File: src/rtl/axa_undo_stack_pkg.sv
// Shared AXA definitions used by the undo stack: word/pointer sizing and
// the operand type that reads from the undo stack.
package axa_undo_stack_pkg;

    localparam int WORD  = 16;
    localparam int UPTR  = 4;
    localparam int USIZE = 1 << UPTR;

    typedef enum logic [1:0] {
        ILTypeReg = 2'd0,
        ILTypeImm = 2'd1,
        ILTypeUnd = 2'd2
    } il_type_e;

endpackage

File: src/rtl/axa_undo_ram.sv
// Undo stack storage: one synchronous write port, two asynchronous read ports.
// Contents are deliberately not reset.
module axa_undo_ram #(
    parameter int WIDTH = 16,
    parameter int DEPTH = 16,
    parameter int PW    = 4
) (
    input  logic             clk,
    input  logic             we_i,
    input  logic [PW-1:0]    waddr_i,
    input  logic [WIDTH-1:0] wdata_i,
    input  logic [PW-1:0]    pop_addr_i,
    output logic [WIDTH-1:0] pop_rdata_o,
    input  logic [PW-1:0]    peek_addr_i,
    output logic [WIDTH-1:0] peek_rdata_o
);

    logic [WIDTH-1:0] mem_q [DEPTH];

    always_ff @(posedge clk) begin
        if (we_i) mem_q[waddr_i] <= wdata_i;
    end

    assign pop_rdata_o  = mem_q[pop_addr_i];
    assign peek_rdata_o = mem_q[peek_addr_i];

endmodule

File: src/rtl/axa_undo_stack.sv
// Circular undo stack for reverse execution: pushes overwrite the oldest
// entry when full, pops return a registered word one cycle later.
module axa_undo_stack
    import axa_undo_stack_pkg::*;
#(
    parameter int WIDTH = WORD,
    parameter int DEPTH = USIZE,
    parameter int PW    = UPTR
) (
    input  logic             clk,
    input  logic             reset,
    input  logic             push,
    input  logic [WIDTH-1:0] push_data,
    input  logic             pop,
    output logic [WIDTH-1:0] pop_data,
    output logic             pop_valid,
    input  logic [PW-1:0]    peek_off,
    output logic [WIDTH-1:0] peek_data,
    output logic             peek_valid,
    output logic [PW-1:0]    usp,
    output logic [PW:0]      count,
    output logic             empty,
    output logic             full,
    output logic             ovf,
    output logic             unf,
    input  logic             clr_err
);

    logic [PW-1:0]    usp_q, usp_d;
    logic [PW:0]      count_q, count_d;
    logic [WIDTH-1:0] pop_data_q, pop_data_d;
    logic             pop_valid_q, pop_valid_d;
    logic             ovf_q, ovf_d;
    logic             unf_q, unf_d;

    logic             empty_w, full_w, pop_acc;
    logic [PW-1:0]    top_addr, peek_addr, waddr;
    logic [WIDTH-1:0] pop_rdata;
    logic             we;

    assign empty_w  = (count_q == '0);
    assign full_w   = (count_q == (PW+1)'(DEPTH));
    assign pop_acc  = pop && !empty_w;
    assign top_addr = usp_q - PW'(1);
    assign peek_addr = usp_q - peek_off - PW'(1);

    // A push paired with an accepted pop replaces the top in place.
    assign we    = push;
    assign waddr = (push && pop_acc) ? top_addr : usp_q;

    axa_undo_ram #(
        .WIDTH(WIDTH),
        .DEPTH(DEPTH),
        .PW   (PW)
    ) u_ram (
        .clk         (clk),
        .we_i        (we),
        .waddr_i     (waddr),
        .wdata_i     (push_data),
        .pop_addr_i  (top_addr),
        .pop_rdata_o (pop_rdata),
        .peek_addr_i (peek_addr),
        .peek_rdata_o(peek_data)
    );

    always_comb begin
        usp_d       = usp_q;
        count_d     = count_q;
        pop_data_d  = pop_data_q;
        pop_valid_d = pop_acc;
        ovf_d       = ovf_q && !clr_err;
        unf_d       = unf_q && !clr_err;

        if (pop_acc) pop_data_d = pop_rdata;

        if (push && !pop_acc) begin
            usp_d = usp_q + PW'(1);
            if (full_w) ovf_d = 1'b1;
            else        count_d = count_q + (PW+1)'(1);
        end else if (pop_acc && !push) begin
            usp_d   = top_addr;
            count_d = count_q - (PW+1)'(1);
        end

        if (pop && empty_w) unf_d = 1'b1;
    end

    always_ff @(posedge clk or negedge reset) begin
        if (!reset) begin
            usp_q       <= '0;
            count_q     <= '0;
            pop_data_q  <= '0;
            pop_valid_q <= 1'b0;
            ovf_q       <= 1'b0;
            unf_q       <= 1'b0;
        end else begin
            usp_q       <= usp_d;
            count_q     <= count_d;
            pop_data_q  <= pop_data_d;
            pop_valid_q <= pop_valid_d;
            ovf_q       <= ovf_d;
            unf_q       <= unf_d;
        end
    end

    assign pop_data   = pop_data_q;
    assign pop_valid  = pop_valid_q;
    assign usp        = usp_q;
    assign count      = count_q;
    assign empty      = empty_w;
    assign full       = full_w;
    assign ovf        = ovf_q;
    assign unf        = unf_q;
    assign peek_valid = ({1'b0, peek_off} < count_q);

endmodule

File: config.mk
export PLATFORM = sky130hd
export DESIGN_NAME = axa_undo_stack
export DESIGN_NICKNAME = d
export VERILOG_FILES = /design/src/rtl/axa_undo_stack_pkg.sv /design/src/rtl/axa_undo_ram.sv /design/src/rtl/axa_undo_stack.sv
export SDC_FILE = /design/constraint.sdc
export NUM_CORES = 1
export LEC_CHECK = 0
export BUFFER_PORTS_ARGS = -buffer_cell sky130_fd_sc_hd__buf_2
export CAP_MARGIN = 20
export CORE_ASPECT_RATIO = 0.6
export CORE_MARGIN = 1
export CORE_UTILIZATION = 61
export DETAILED_ROUTE_END_ITERATION = 10
export PLACE_DENSITY = 0.86
export SLEW_MARGIN = 40
export SYNTH_ARGS = -nofsm -noshare
export SYNTH_HDL_FRONTEND = slang
export SYNTH_HIERARCHICAL = 1
export SYNTH_SLANG_ARGS = --single-unit
File: constraint.sdc
create_clock -name clk -period 5.1 [get_ports clk]
set_input_delay 0.51 -clock clk [delete_from_list [all_inputs] [get_ports clk]]
set_output_delay 0.51 -clock clk [all_outputs]
set_load 0.02 [all_outputs]
==> reports/summary.txt <==
outcome: finished, violations left
failing checks: DRC
CTS Sinks: 284
largest net degree at the start of global routing: 37
worst-path fanout max: 31
Die Span Y: 117 um
syn nets: 772
CP startpoint kind: flop
period utilization: 81.6%
Crit. End Element: output pin
Num CTS Buffers: 25
Tmin final: 4.16 ns
vias in the first global route: 8038
number of remaining DRC errors: 8
Yosys Warn Count: 6
worst skew pair latency: 0.54 ns
area grow syn2layout: 11.7%
syn avg cell area: 18.2 um2
# IOs: 72
pwr dens: 722 nW/um2
post-CTS sizing: 0
Post-CTS Setup Bufs: 0
Clock transition at path regs: 0.07 ns
most common cell in the netlist: edfxtp_1
power share of the combinational group: 53.8%
Worst Tran Pin Value: 0.819 ns
row count: 41
post-DR wirelength/cell: 31.1 um
Top FF cell, synth: edfxtp_1
CORE AREA: 21200 um2
DR WL met3: 4410 um
number of flops mapped to enable cells by yosys: 256
leading area contributor after synthesis: edfxtp_1
clock buffer depth: 3
router iterations before antenna repair: 8
VDD IR max: 475 uV
GPL Wtd Cong: 0.878
Seq pwr share: 29.2%
fraction of layout cells with a size suffix above 1: 32.9%
all-layer global routing usage: 32.1%
DP Worst Slack: 1.16 ns
CTS tree: yes
Int Pwr: 0.00625 W
Die ar.: 22500 um2
Clk network pwr share: 17.0%
reg2reg setup slack: 0.99 ns
DR vias: 8058
Async S/R FF share, synth: 9.86%
Die X: 193 um
Layout Nets: 861
post-synthesis cell count: 732
Post-Route WL: 34900 um
CP arrival: 3.65 ns
Vias/cell: 7.18
Psw: 0.00453 W
filler cell count: 1282
final worst slack: 0.939 ns
HPWL after DPL: 22600 um
slew margin rel.: 45.4%
RSZ-0062 raised after global routing: no
leakage: 5.27 nW
Max-Cap Viols: 0
Post-DP Area: 14100 um2
met1 wire length: 12800 um
top post-synthesis cells by area: edfxtp_1, mux4_2, dfrtp_1
setup_tns: 0 ns
Routed Antenna Nets: 0
initial core utilization: 62.9%
1st-iter DRT viols: 1107
Setup CP Type: flop to output pin
Buffers on Ports: 71
Post-Syn Area: 13400 um2
Max Clock Skew: 0.0121 ns
H-Tree Level Count: 1
Required @ worst endpoint: 4.59 ns
synth unique cells: 47
Finished Cell Area: 14900 um2
fin util: 70.2%
clock root cell: clkbuf_16
Slew Viols, Final: 0
hold-fix buffer count after cts: 0
uppermost routed layer: met5
Fin. Hold Viols: 0
first-pass GRT wire length: 50300 um
Fmax achieved: 240 MHz
Seq cells post-synth: 284
total grt overflow: 0
Sw Ratio: 42.0%
Synth top cells by count: edfxtp_1, mux4_2, nand2_1
post-synthesis sequential area ratio: 62.8%
worst min path class: input port to asynchronous set/reset pin
final-report setup violation count: 0
antenna violations before repair: 4
share of the synthesized area in the top cell type: 57.6%
met2 wire length: 16500 um
## placed cells by master, fill, tap and decap left out, types with 2 or more instances in the layout
master / instances
mux4_2: 102
diode_2: 4
inv_1: 14
ha_1: 13
xor2_1: 8
dfrtp_1: 28
nor2b_1: 4
mux4_1: 24
xnor2_1: 8
a21oi_1: 4
a22oi_1: 64
nor2_1: 7
o21ai_0: 7
nor2_2: 12
a21o_1: 2
nand3_1: 3
buf_4: 33
nor3_2: 4
and2_2: 2
buf_2: 71
nand2b_1: 3
mux4_4: 2
nand2_1: 90
clkinv_2: 6
clkbuf_1: 11
nor3_1: 3
clkbuf_16: 26
nand3b_1: 3
a21boi_0: 2
buf_12: 3
a31oi_1: 2
edfxtp_1: 256
## kinds of logic (layout without fill, tap and decap cells)
family / Yosys count / in the layout / share of synthesized area [%]
mux: 130 / 130 / 22.5
simple gates: 136 / 136 / 4.32
flops: 284 / 284 / 62.8
buf+inv: 63 / 171 / 3.03
compound gates: 88 / 88 / 4.86
other cells: 0 / 4 / 0
fa+ha+maj: 15 / 15 / 1.46
xor+xnor: 16 / 16 / 1.05
## metal layers
layer	GRT usage, %	vias up
met1	43.4	4185
met3	9.47	96
met2	50.8	563
met4	10.8	2
li1	-	3212
met5	2.14	-
## state kept, by name, summed over array words and instances (netlist names)
| name | cells |
|---|---|
| u_ram/mem_q | 256 |
| pop_data | 16 |
| count | 5 |
| usp | 4 |
| ovf | 1 |
| pop_valid | 1 |
| unf | 1 |
## layout make-up
class	count	area (um2)	area share [%]
clock buffers	38	706	4.73
repair buffers	108	691	4.63
flip-flops and latches	284	8390	56.2
clock inverters	8	67.6	0.453
well taps	279	349	2.34
inverters	17	67.6	0.453
multi-input cells	385	4640	31.1
diodes	4	10.0	0.0671
## stage by stage
step	total power (W)	std cells	hold WS, ns
finish	0.0108	1123	0.0232
floorplan	0.00705	732	0.214
CTS	0.0107	1119	0.0458
global route	0.0112	1119	0.0746
detailed placement	0.00886	1073	0.479
global placement	0.00856	1071	0.473
## worst paths after layout
| kind | end | start | depth (start not counted) |
|---|---|---|---|
| min in group clk | unf$_DFF_PN0_ | clr_err | 2 |
| max in group asynchronous | pop_data[10]$_DFFE_PN0P_ | reset | 1 |
| worst max register to register | u_ram/mem_q[13][12]$_DFFE_PP_ | count[2]$_DFFE_PN0P_ | 9 |
| worst max-delay path | peek_data[13] | usp[0]$_DFFE_PN0P_ | 7 |
| worst min-delay path | pop_data[3]$_DFFE_PN0P_ | reset | 1 |
| worst min register to register | pop_data[0]$_DFFE_PN0P_ | pop_data[0]$_DFFE_PN0P_ | 2 |
## critical path, cell delays in order (launching register included)
cell	delay (ns)
dfrtp_1	0.53
ha_4	0.24
fa_2	1.07
buf_12	0.31
mux4_2	0.37
a22oi_1	0.30
nand2_1	0.10
buf_2	0.17
## power groups by stage
stage / clock, W / combinational (W) / sequential, W
2_1_floorplan: 0 / 0.00383 / 0.00322
4_1_cts: 0.00184 / 0.00573 / 0.00314
5_1_grt: 0.00193 / 0.00609 / 0.00317
6_report: 0.00183 / 0.00580 / 0.00315
3_5_place_dp: 0 / 0.00568 / 0.00318
3_3_place_gp: 0 / 0.00542 / 0.00314
Note: power is estimated with default switching activity, not from simulation.
